<file path="src/rtl/qam16_upsampler.sv">
// ---------------------------------------------------------------------------
// qam16_upsampler
//   Transmit-side sample-rate expander for the QAM16 chain. One signed symbol
//   component per symbol period is expanded into FACTOR output samples, in
//   zero-stuff (mode=0) or sample-hold (mode=1) form. A one-entry input
//   buffer with a valid/ready handshake decouples the symbol source from the
//   output sample rate.
//
// Ports:
//   clk       in   system clock, all logic on posedge
//   rst       in   synchronous reset, active-high
//   enable    in   block enable; low flushes the block on the next edge
//   mode      in   0 = zero-stuff, 1 = sample-hold (latched per symbol)
//   in_valid  in   data_in holds a symbol
//   data_in   in   signed symbol component, WIDTH bits
//   in_ready  out  buffer can accept (enable && !buf_full)
//   data_up   out  upsampled sample, registered
//   out_valid out  data_up is a live sample, registered
//   count     out  phase 1..FACTOR while running, 0 when idle, registered
//   underrun  out  one-cycle pulse: a period ended with no next symbol
// ---------------------------------------------------------------------------
module qam16_upsampler #(
  parameter int WIDTH  = 4,
  parameter int FACTOR = 4,
  parameter int CNT_W  = 4
) (
  input  logic                    clk,
  input  logic                    rst,
  input  logic                    enable,
  input  logic                    mode,
  input  logic                    in_valid,
  input  logic signed [WIDTH-1:0] data_in,
  output logic                    in_ready,
  output logic signed [WIDTH-1:0] data_up,
  output logic                    out_valid,
  output logic [CNT_W-1:0]        count,
  output logic                    underrun
);

  typedef enum logic {
    IDLE = 1'b0,
    RUN  = 1'b1
  } state_t;

  localparam logic [CNT_W-1:0] CNT_ZERO = {CNT_W{1'b0}};
  localparam logic [CNT_W-1:0] CNT_ONE  = {{(CNT_W-1){1'b0}}, 1'b1};
  localparam logic [CNT_W-1:0] CNT_LAST = CNT_W'(FACTOR);
  localparam logic [WIDTH-1:0] DATA_ZERO = {WIDTH{1'b0}};

  state_t                   state, state_nxt;
  logic signed [WIDTH-1:0]  buf_data, buf_data_nxt;
  logic                     buf_full, buf_full_nxt;
  logic signed [WIDTH-1:0]  sym, sym_nxt;
  logic                     mode_r, mode_r_nxt;
  logic [CNT_W-1:0]         count_nxt;
  logic signed [WIDTH-1:0]  data_up_nxt;
  logic                     out_valid_nxt;
  logic                     underrun_nxt;
  logic                     load;

  // A full buffer can never accept, so accept and load never share an edge.
  assign in_ready = enable && !buf_full;

  // Next-state and next-output decode for the IDLE/RUN machine and buffer.
  always_comb begin
    state_nxt     = state;
    buf_data_nxt  = buf_data;
    buf_full_nxt  = buf_full;
    sym_nxt       = sym;
    mode_r_nxt    = mode_r;
    count_nxt     = count;
    data_up_nxt   = data_up;
    out_valid_nxt = out_valid;
    underrun_nxt  = 1'b0;
    load          = 1'b0;

    if (!enable) begin
      // Flush: same clearing as reset, buffered symbol discarded, no underrun.
      state_nxt     = IDLE;
      buf_data_nxt  = DATA_ZERO;
      buf_full_nxt  = 1'b0;
      sym_nxt       = DATA_ZERO;
      mode_r_nxt    = 1'b0;
      count_nxt     = CNT_ZERO;
      data_up_nxt   = DATA_ZERO;
      out_valid_nxt = 1'b0;
    end else begin
      if (in_valid && in_ready) begin
        buf_data_nxt = data_in;
        buf_full_nxt = 1'b1;
      end else begin
        buf_data_nxt = buf_data;
      end

      case (state)
        IDLE: begin
          count_nxt     = CNT_ZERO;
          data_up_nxt   = DATA_ZERO;
          out_valid_nxt = 1'b0;
          load          = buf_full;
        end
        RUN: begin
          if (count < CNT_LAST) begin
            count_nxt     = count + CNT_ONE;
            out_valid_nxt = 1'b1;
            data_up_nxt   = mode_r ? sym : DATA_ZERO;
          end else if (buf_full) begin
            // Back-to-back symbol: no gap in the output stream.
            load = 1'b1;
          end else begin
            state_nxt     = IDLE;
            count_nxt     = CNT_ZERO;
            data_up_nxt   = DATA_ZERO;
            out_valid_nxt = 1'b0;
            underrun_nxt  = 1'b1;
          end
        end
        default: begin
          state_nxt     = IDLE;
          count_nxt     = CNT_ZERO;
          data_up_nxt   = DATA_ZERO;
          out_valid_nxt = 1'b0;
        end
      endcase

      // Symbol load: first sample of a new symbol is always the raw value.
      if (load) begin
        state_nxt     = RUN;
        count_nxt     = CNT_ONE;
        data_up_nxt   = buf_data;
        out_valid_nxt = 1'b1;
        sym_nxt       = buf_data;
        mode_r_nxt    = mode;
        buf_full_nxt  = 1'b0;
      end else begin
        sym_nxt       = sym_nxt;
      end
    end
  end

  // State, buffer and registered outputs; reset has priority over everything.
  always_ff @(posedge clk) begin
    if (rst) begin
      state     <= IDLE;
      buf_data  <= DATA_ZERO;
      buf_full  <= 1'b0;
      sym       <= DATA_ZERO;
      mode_r    <= 1'b0;
      count     <= CNT_ZERO;
      data_up   <= DATA_ZERO;
      out_valid <= 1'b0;
      underrun  <= 1'b0;
    end else begin
      state     <= state_nxt;
      buf_data  <= buf_data_nxt;
      buf_full  <= buf_full_nxt;
      sym       <= sym_nxt;
      mode_r    <= mode_r_nxt;
      count     <= count_nxt;
      data_up   <= data_up_nxt;
      out_valid <= out_valid_nxt;
      underrun  <= underrun_nxt;
    end
  end

endmodule

</file>
<file path="config.mk">
export PLATFORM = sky130hd
export DESIGN_NAME = qam16_upsampler
export DESIGN_NICKNAME = d
export VERILOG_FILES = /design/src/rtl/qam16_upsampler.sv
export SDC_FILE = /design/constraint.sdc
export NUM_CORES = 1
export LEC_CHECK = 0
export CAP_MARGIN = 20
export CORE_MARGIN = 3
export CORE_UTILIZATION = 48
export DETAILED_ROUTE_END_ITERATION = 12
export HOLD_SLACK_MARGIN = 0.08
export PLACE_DENSITY = 0.87
export SYNTH_ARGS = -nofsm -noshare
export SYNTH_HDL_FRONTEND = slang
export SYNTH_SLANG_ARGS = --single-unit
</file>
<file path="constraint.sdc">
create_clock -name clk -period 2.32 [get_ports clk]
set_clock_uncertainty 0.05 [all_clocks]
set_input_delay 0.464 -clock clk [delete_from_list [all_inputs] [get_ports clk]]
set_output_delay 0.464 -clock clk [all_outputs]
set_load 0.05 [all_outputs]
</file>
==> impl_summary.txt <==
----------------------------------------------------
[Global routing]
  Global-route wire length before repair ... 2366 um
  Initial antenna violation count ... 0
  Total Routing Usage GR ... 0.1654
  Largest net degree at the start of global routing ... 18
  Gr ovfl total ... 0
  Vias in the first global route ... 569

[Critical path]
  Critical Path RT ... 1.81 ns
  Classification of the worst setup path ... reg2out
  Buffering stage count on the worst path with inverters included ... 1
  Cell class contributing the biggest share of worst-path delay ... buffers and inverters
  Sequence of cells on the critical path ... clkdlybuf4s50_1
  Delay of the slowest cell on the worst path ... 0.84 ns
  Worst-path fanout max ... 4
  Startpoint type of the worst setup path ... flop
  Max stage delay cell, worst path ... sky130_fd_sc_hd__clkdlybuf4s50_1
  Crit end category ... primary output
  Worst setup slack for register-to-register paths ... 0.98 ns
  CP arrival ... 1.59 ns

[STA]
  Total Negative Setup Slacks ... 0 ns
  Measured slew at the worst slew-check pin ... 0.5983 ns
  Hold Fails Final Rpt ... 0
  Number of pins exceeding their max-slew limit in the final report ... 0
  Final period demand of the worst path ... 2.101 ns
  Maximum achievable frequency ... 475.9 MHz
  Period Utilization, post-route ... 0.9056
  Worst rel slew slack ... 0.6012
  PnR worst setup slack ... 0.2189 ns
  Final setup violation count ... 0
  Setup repair after global routing missed its margin ... no

[Drt]
  Met1 routed wirelength after detailed routing ... 616 um
  Router iterations before antenna repair ... 4
  Met2 wire length ... 676 um
  Vias per inst ... 5.370
  Initial drt markers ... 10
  Amount of wire on met3 after detailed routing ... 88 um
  Highest metal layer with signal wires ... met4
  Remaining DRCs ... 0
  WL per Instance ... 13.18 um
  Vias ... 580
  Final wirelength ... 1423 um
  Antenna violation net count after detailed routing ... 0

[Floorplanning]
  Chip Height ... 45.68 um
  Core Rows ... 13
  Chip Width ... 45.68 um
  I/O pin count ... 20
  Placeable core region ... 1383 sq um
  Starting density of the core ... 0.5466
  Area enclosed by the die boundary ... 2087 sq um

[Logic synthesis]
  FFs w/ async S/R, synth ... 0
  EDFF count, synth ... 0
  Mean post-synth cell area ... 10.21 sq um
  Post-synthesis instance total ... 74
  Dominant synthesized flop cell ... sky130_fd_sc_hd__dfxtp_1
  Total of warnings raised by yosys ... 0
  Most common cell in the netlist ... sky130_fd_sc_hd__dfxtp_1
  Sequential-to-total area share from yosys stat ... 0.5563
  Synth top cells by count ... sky130_fd_sc_hd__dfxtp_1 (21), sky130_fd_sc_hd__a21oi_1 (9), sky130_fd_sc_hd__nand3_1 (9), sky130_fd_sc_hd__nor2_1 (8)
  Synth Net Count ... 84
  Top area cells in the synthesized netlist ... sky130_fd_sc_hd__dfxtp_1 (56%), sky130_fd_sc_hd__mux2i_1 (6.6%), sky130_fd_sc_hd__a21oi_1 (6.0%), sky130_fd_sc_hd__nand3_1 (6.0%), sky130_fd_sc_hd__nor2_1 (4.0%)
  Count of state elements after synthesis ... 21
  Netlist area before placement ... 755.7 sq um
  Post-synth cell types ... 19
  Synth top area share ... 0.5563
  Largest area contributor in the synthesized netlist ... sky130_fd_sc_hd__dfxtp_1

[Power and ir drop]
  Max IR drop VDD ... 0.4139 mV
  Part of the total power dissipated in sequential elements ... 0.621
  Clock power frac ... 0.289
  Pwr Density ... 610.8 nW/um^2
  Switching power total ... 0.0001397 W
  Static Leakage ... 0.3717 nW
  Share of total power consumed by net switching ... 0.2344
  Internal power component ... 0.0004563 W
  Comb power frac ... 0.090
  Overall Power ... 0.0005961 W

[Run status]
  Result of the run ... completed

[Cells and area]
  Antenna cell count ... 0
  Utilization after layout ... 0.7059
  Fill cell count ... 106
  Layout area overhead ... 29.14%
  Layout cells sized above 1 ... 0.1075
  Final net count ... 104

[Run]
  Count of maximum capacitance violations ... 0

[Placed design]
  HPWL after DPL ... 1042 um
  Total of buffers placed on input and output ports ... 19
  Setup Slack @ Placement ... 0.3978 ns
  Weighted congestion at the end of routability-driven global placement ... 0.6552

[Clock network]
  Total number of clock tree sinks ... 21
  CTS tree ... done
  Setup fix buffers added after clock tree synthesis ... 0
  Total of cells resized after clock tree synthesis ... 0
  Hold-fix buffers at CTS ... 0
  Number of buffers created by CTS ... 3
  Reg clk slew, reported paths ... 0.12 ns
  H-tree lvl count ... 1
  Buffer cell driving the clock tree root ... sky130_fd_sc_hd__clkbuf_4
  Clock latency on the worst-skew pair ... 0.31 ns
  Largest buffer count on any clock path ... 2

[Min path]
  HP Class ... reg2reg

----------------------------------------------------
cell families (layout without fill, tap and decap cells):
group / Yosys count / in the layout / synth area share
and+or+nand+nor: 25 / 25 / 0.1987
muxes: 5 / 5 / 0.06623
adders and majority gates: 1 / 1 / 0.01655
AOI/OAI and AO/OA: 16 / 16 / 0.1175
other: 1 / 1 / 0.004962
buffers and inverters: 5 / 24 / 0.03972
DFF: 21 / 21 / 0.5563
layout by cell type, fill, tap and decap left out:
cell type / n
sky130_fd_sc_hd__dfxtp_1: 21
sky130_fd_sc_hd__nand2b_1: 1
sky130_fd_sc_hd__nor2_1: 8
sky130_fd_sc_hd__clkbuf_4: 3
sky130_fd_sc_hd__nor2b_1: 2
sky130_fd_sc_hd__o21ai_0: 5
sky130_fd_sc_hd__nand3_1: 9
sky130_fd_sc_hd__ha_1: 1
sky130_fd_sc_hd__or3b_4: 1
sky130_fd_sc_hd__mux2i_1: 5
sky130_fd_sc_hd__clkinv_2: 1
sky130_fd_sc_hd__and3_2: 2
sky130_fd_sc_hd__clkdlybuf4s50_1: 18
sky130_fd_sc_hd__conb_1: 1
sky130_fd_sc_hd__a21oi_1: 9
sky130_fd_sc_hd__a211oi_1: 1
sky130_fd_sc_hd__o2111a_1: 1
sky130_fd_sc_hd__nand3b_2: 1
sky130_fd_sc_hd__nor3b_4: 1
sky130_fd_sc_hd__inv_1: 1
sky130_fd_sc_hd__buf_12: 1
area by class of cell:
class	count	area, sq um	area share
Sequential cell	21	420.4	0.4308
Inverter	1	3.754	0.003846
Tap cell	15	18.77	0.01923
Clock inverter	1	5.005	0.005128
Multi-Input combinational cell	48	305.3	0.3128
Timing Repair Buffer	19	200.2	0.2051
Clock buffer	3	22.52	0.02308
sequential cells by signal, indices dropped and copies added, names as in the netlist:
signal,count
data_up,4
out_valid,1
mode_r,1
state,1
underrun,1
buf_data,4
buf_full,1
count,4
sym,4
routing by layer:
layer  global-route usage  vias to the layer above
li1                     -                      295
met1               0.1809                      260
met2               0.2786                       21
met3              0.04348                        4
met4               0.1053                        0
met5                    0                        -
power groups by stage:
stage / registers [W] / clock network, W / logic (W)
4_1_cts: 0.000370 / 0.000176 / 0.0000543
5_1_grt: 0.000371 / 0.000188 / 0.0000588
3_3_place_gp: 0.000378 / 0 / 0.0000532
2_1_floorplan: 0.000382 / 0 / 0.0000249
3_5_place_dp: 0.000378 / 0 / 0.0000542
6_report: 0.000370 / 0.000172 / 0.0000539
path summary, 6_finish.rpt:
path | startpoint | endpoint | cells after the start
setup / recovery | count[2] | count[2] | 1
hold / removal | sym[0] | sym[0] | 2
setup reg to reg | count[3] | count[0] | 3
hold reg to reg | sym[0] | sym[0] | 2
metrics by stage:
step	cell area, sq um	hold slack (ns)	std cells
4_1_cts	975.9	0.4337	108
3_3_place_gp	948.4	0.4112	104
2_1_floorplan	755.7	0.4038	74
5_1_grt	975.9	0.4648	108
3_5_place_dp	948.4	0.4173	104
6_report	975.9	0.4342	108
Power figures use the tool's default switching activity.
==> variant: new RTL, same settings <==
Reset style: asynchronous (`rst`), changed in one clocked block. Comments in the files are not updated.
--- a/src/rtl/qam16_upsampler.sv
+++ b/src/rtl/qam16_upsampler.sv
@@ -139,7 +139,7 @@
   end
 
   // State, buffer and registered outputs; reset has priority over everything.
-  always_ff @(posedge clk) begin
+  always_ff @(posedge clk or posedge rst) begin
     if (rst) begin
       state     <= IDLE;
       buf_data  <= DATA_ZERO;
Function: differs if rst is asserted again (counterexample within 4 cycles, from zero or initial values and one cycle with rst high); with rst held inactive, the same outputs for 10 cycles.
==> variant against the unedited design <==
Power grew 8.6%; maximum frequency up 2.0%; synthesized area is 21% higher; hold slack worse by 0.0044 ns; setup slack gained 0.041 ns; critical path depth unchanged; wire length grew 8.3%; sequential cell count unchanged; count of clock-buffer cells in the layout increased by 1; cell area rose by 19%; register-to-register slack got worse by 0.19 ns; largest power group unchanged.
==> variant: results (changes against the unedited design) <==
Cells and area
  • Share of cells above drive strength 1: 11.70% (+0.95 points)
  • Final #Nets: 105 (+0.96%)

Global routing
  • Maximum number of pins on one net before global-route repair: 22 (+4)
  • First-pass GRT wire length: 2718 microns (+15%)
  • Number of global-route vias before repair: 598 (+5.1%)

Synthesis
  • Sequential area share after synthesis: 57.46% (+1.8 points)
  • Synth top cells by count: dfrtp_1, o21a_1, nor2b_1
  • Yosys warns: 0 (unchanged)
  • Top_reg_cell synth: dfrtp_1
  • FFs w/ async S/R, synth: 100.0% (+100 points)
  • Synth area leaders: dfrtp_1, o21a_1, mux2i_1, and3_4, nor2b_1
  • Count leader, synth: dfrtp_1

Power and ir drop
  • P_leak: 0.5594 nW (+50%)
  • Maximum vdd ir drop: 0.0004056 V (-2.0%)

Timing
  • Fin Hold WS: 0.4298 ns (-0.004398 ns)
  • Max-slew headroom: 59.27% (-0.84 points)

Min path
  • Worst hold path class: in2async

Routing
  • DRT iter0 DRCs: 4 (-6)
  • Routed len/inst: 12.95 microns (-1.7%)

Setup path
  • R2r startpoint: count[2]$_DFFE_PP0P_
  • Cell family with most CP delay: buffers and inverters
  • FF-to-FF End: data_up[1]$_DFFE_PP0P_
  • Worst Path Arrival: 1.55 ns (-0.04 ns)

Placement
  • Pre-CTS WS: 0.4128 ns (+0.01509 ns)
  • GPL Wtd Cong: 0.6810 (+3.9%)
  • Cell Area, Placed: 1135 sq um (+20%)
  • Dpl hpwl: 1097 microns (+5.3%)

Status
  • Status: finished clean
-- variant: cell types whose count changed after synthesis, moves of 5 or more --
| cell | unedited run | this run |
|---|---|---|
| dfxtp_1 | 21 | 0 |
| a21oi_1 | 9 | 1 |
| dfrtp_1 | 0 | 21 |
| nor2_1 | 8 | 0 |
| and3_1 | 0 | 6 |
| o21a_1 | 0 | 10 |
| nor2b_1 | 2 | 7 |
| o21ai_0 | 5 | 0 |
| nand3_1 | 9 | 0 |
-- variant: kinds of logic after synthesis --
family	after synthesis	synth area share, %
flip-flops	21	57.46
multiplexers	5	5.472
adder cells (fa/ha/maj)	1	1.368
AND/OR/NAND/NOR	23	18.06
AO/OA/AOI/OAI	17	13.95
buffers and inverters	6	3.282
other	1	0.4100
-- variant: worst max-delay path by stage --
stage,slack [ns],endpoint,startpoint
2_1_floorplan,0.60,in_ready,enable
3_3_place_gp,0.45,in_ready,enable
3_5_place_dp,0.41,in_ready,enable
4_1_cts,0.25,count[2],count[2]$_DFFE_PP0P_
5_1_grt,0.22,count[2],count[2]$_DFFE_PP0P_
6_report,0.26,count[2],count[2]$_DFFE_PP0P_
-- variant: layer usage --
metal	up-vias	GRT usage, %	part of all wire, %
met4	0	7.373	2.2
met5	-	0	0
met1	299	17.86	46
met2	11	24.45	48
li1	298	-	-
met3	4	2.115	3.7
-- variant: final cells by class --
type | instances | area (sq um)
timing repair buffer | 21 | 215.2
inverter | 1 | 3.754
fill | 140 | 603.1
clock buffer | 4 | 26.28
sequential | 21 | 525.5
tap | 25 | 31.28
multi-input combinational | 47 | 359.1
-- variant: per-stage QoR --
| step | std cells | utilization (%) | power (W) |
|---|---|---|---|
| 3_5_place_dp | 115 | 64.33 | 0.0004859 |
| 4_1_cts | 119 | 65.82 | 0.0006492 |
| 3_3_place_gp | 115 | 64.33 | 0.0004833 |
| 2_1_floorplan | 74 | - | 0.0004491 |
| 5_1_grt | 119 | 65.82 | 0.0006749 |
| 6_report | 119 | 65.82 | 0.0006471 |
-- variant: where the power goes --
part           switching [W]  internal [W]
Combinational      0.0000475     0.0000415
Clock               0.000102     0.0000669
Sequential         0.0000109      0.000378
Total               0.000161      0.000486
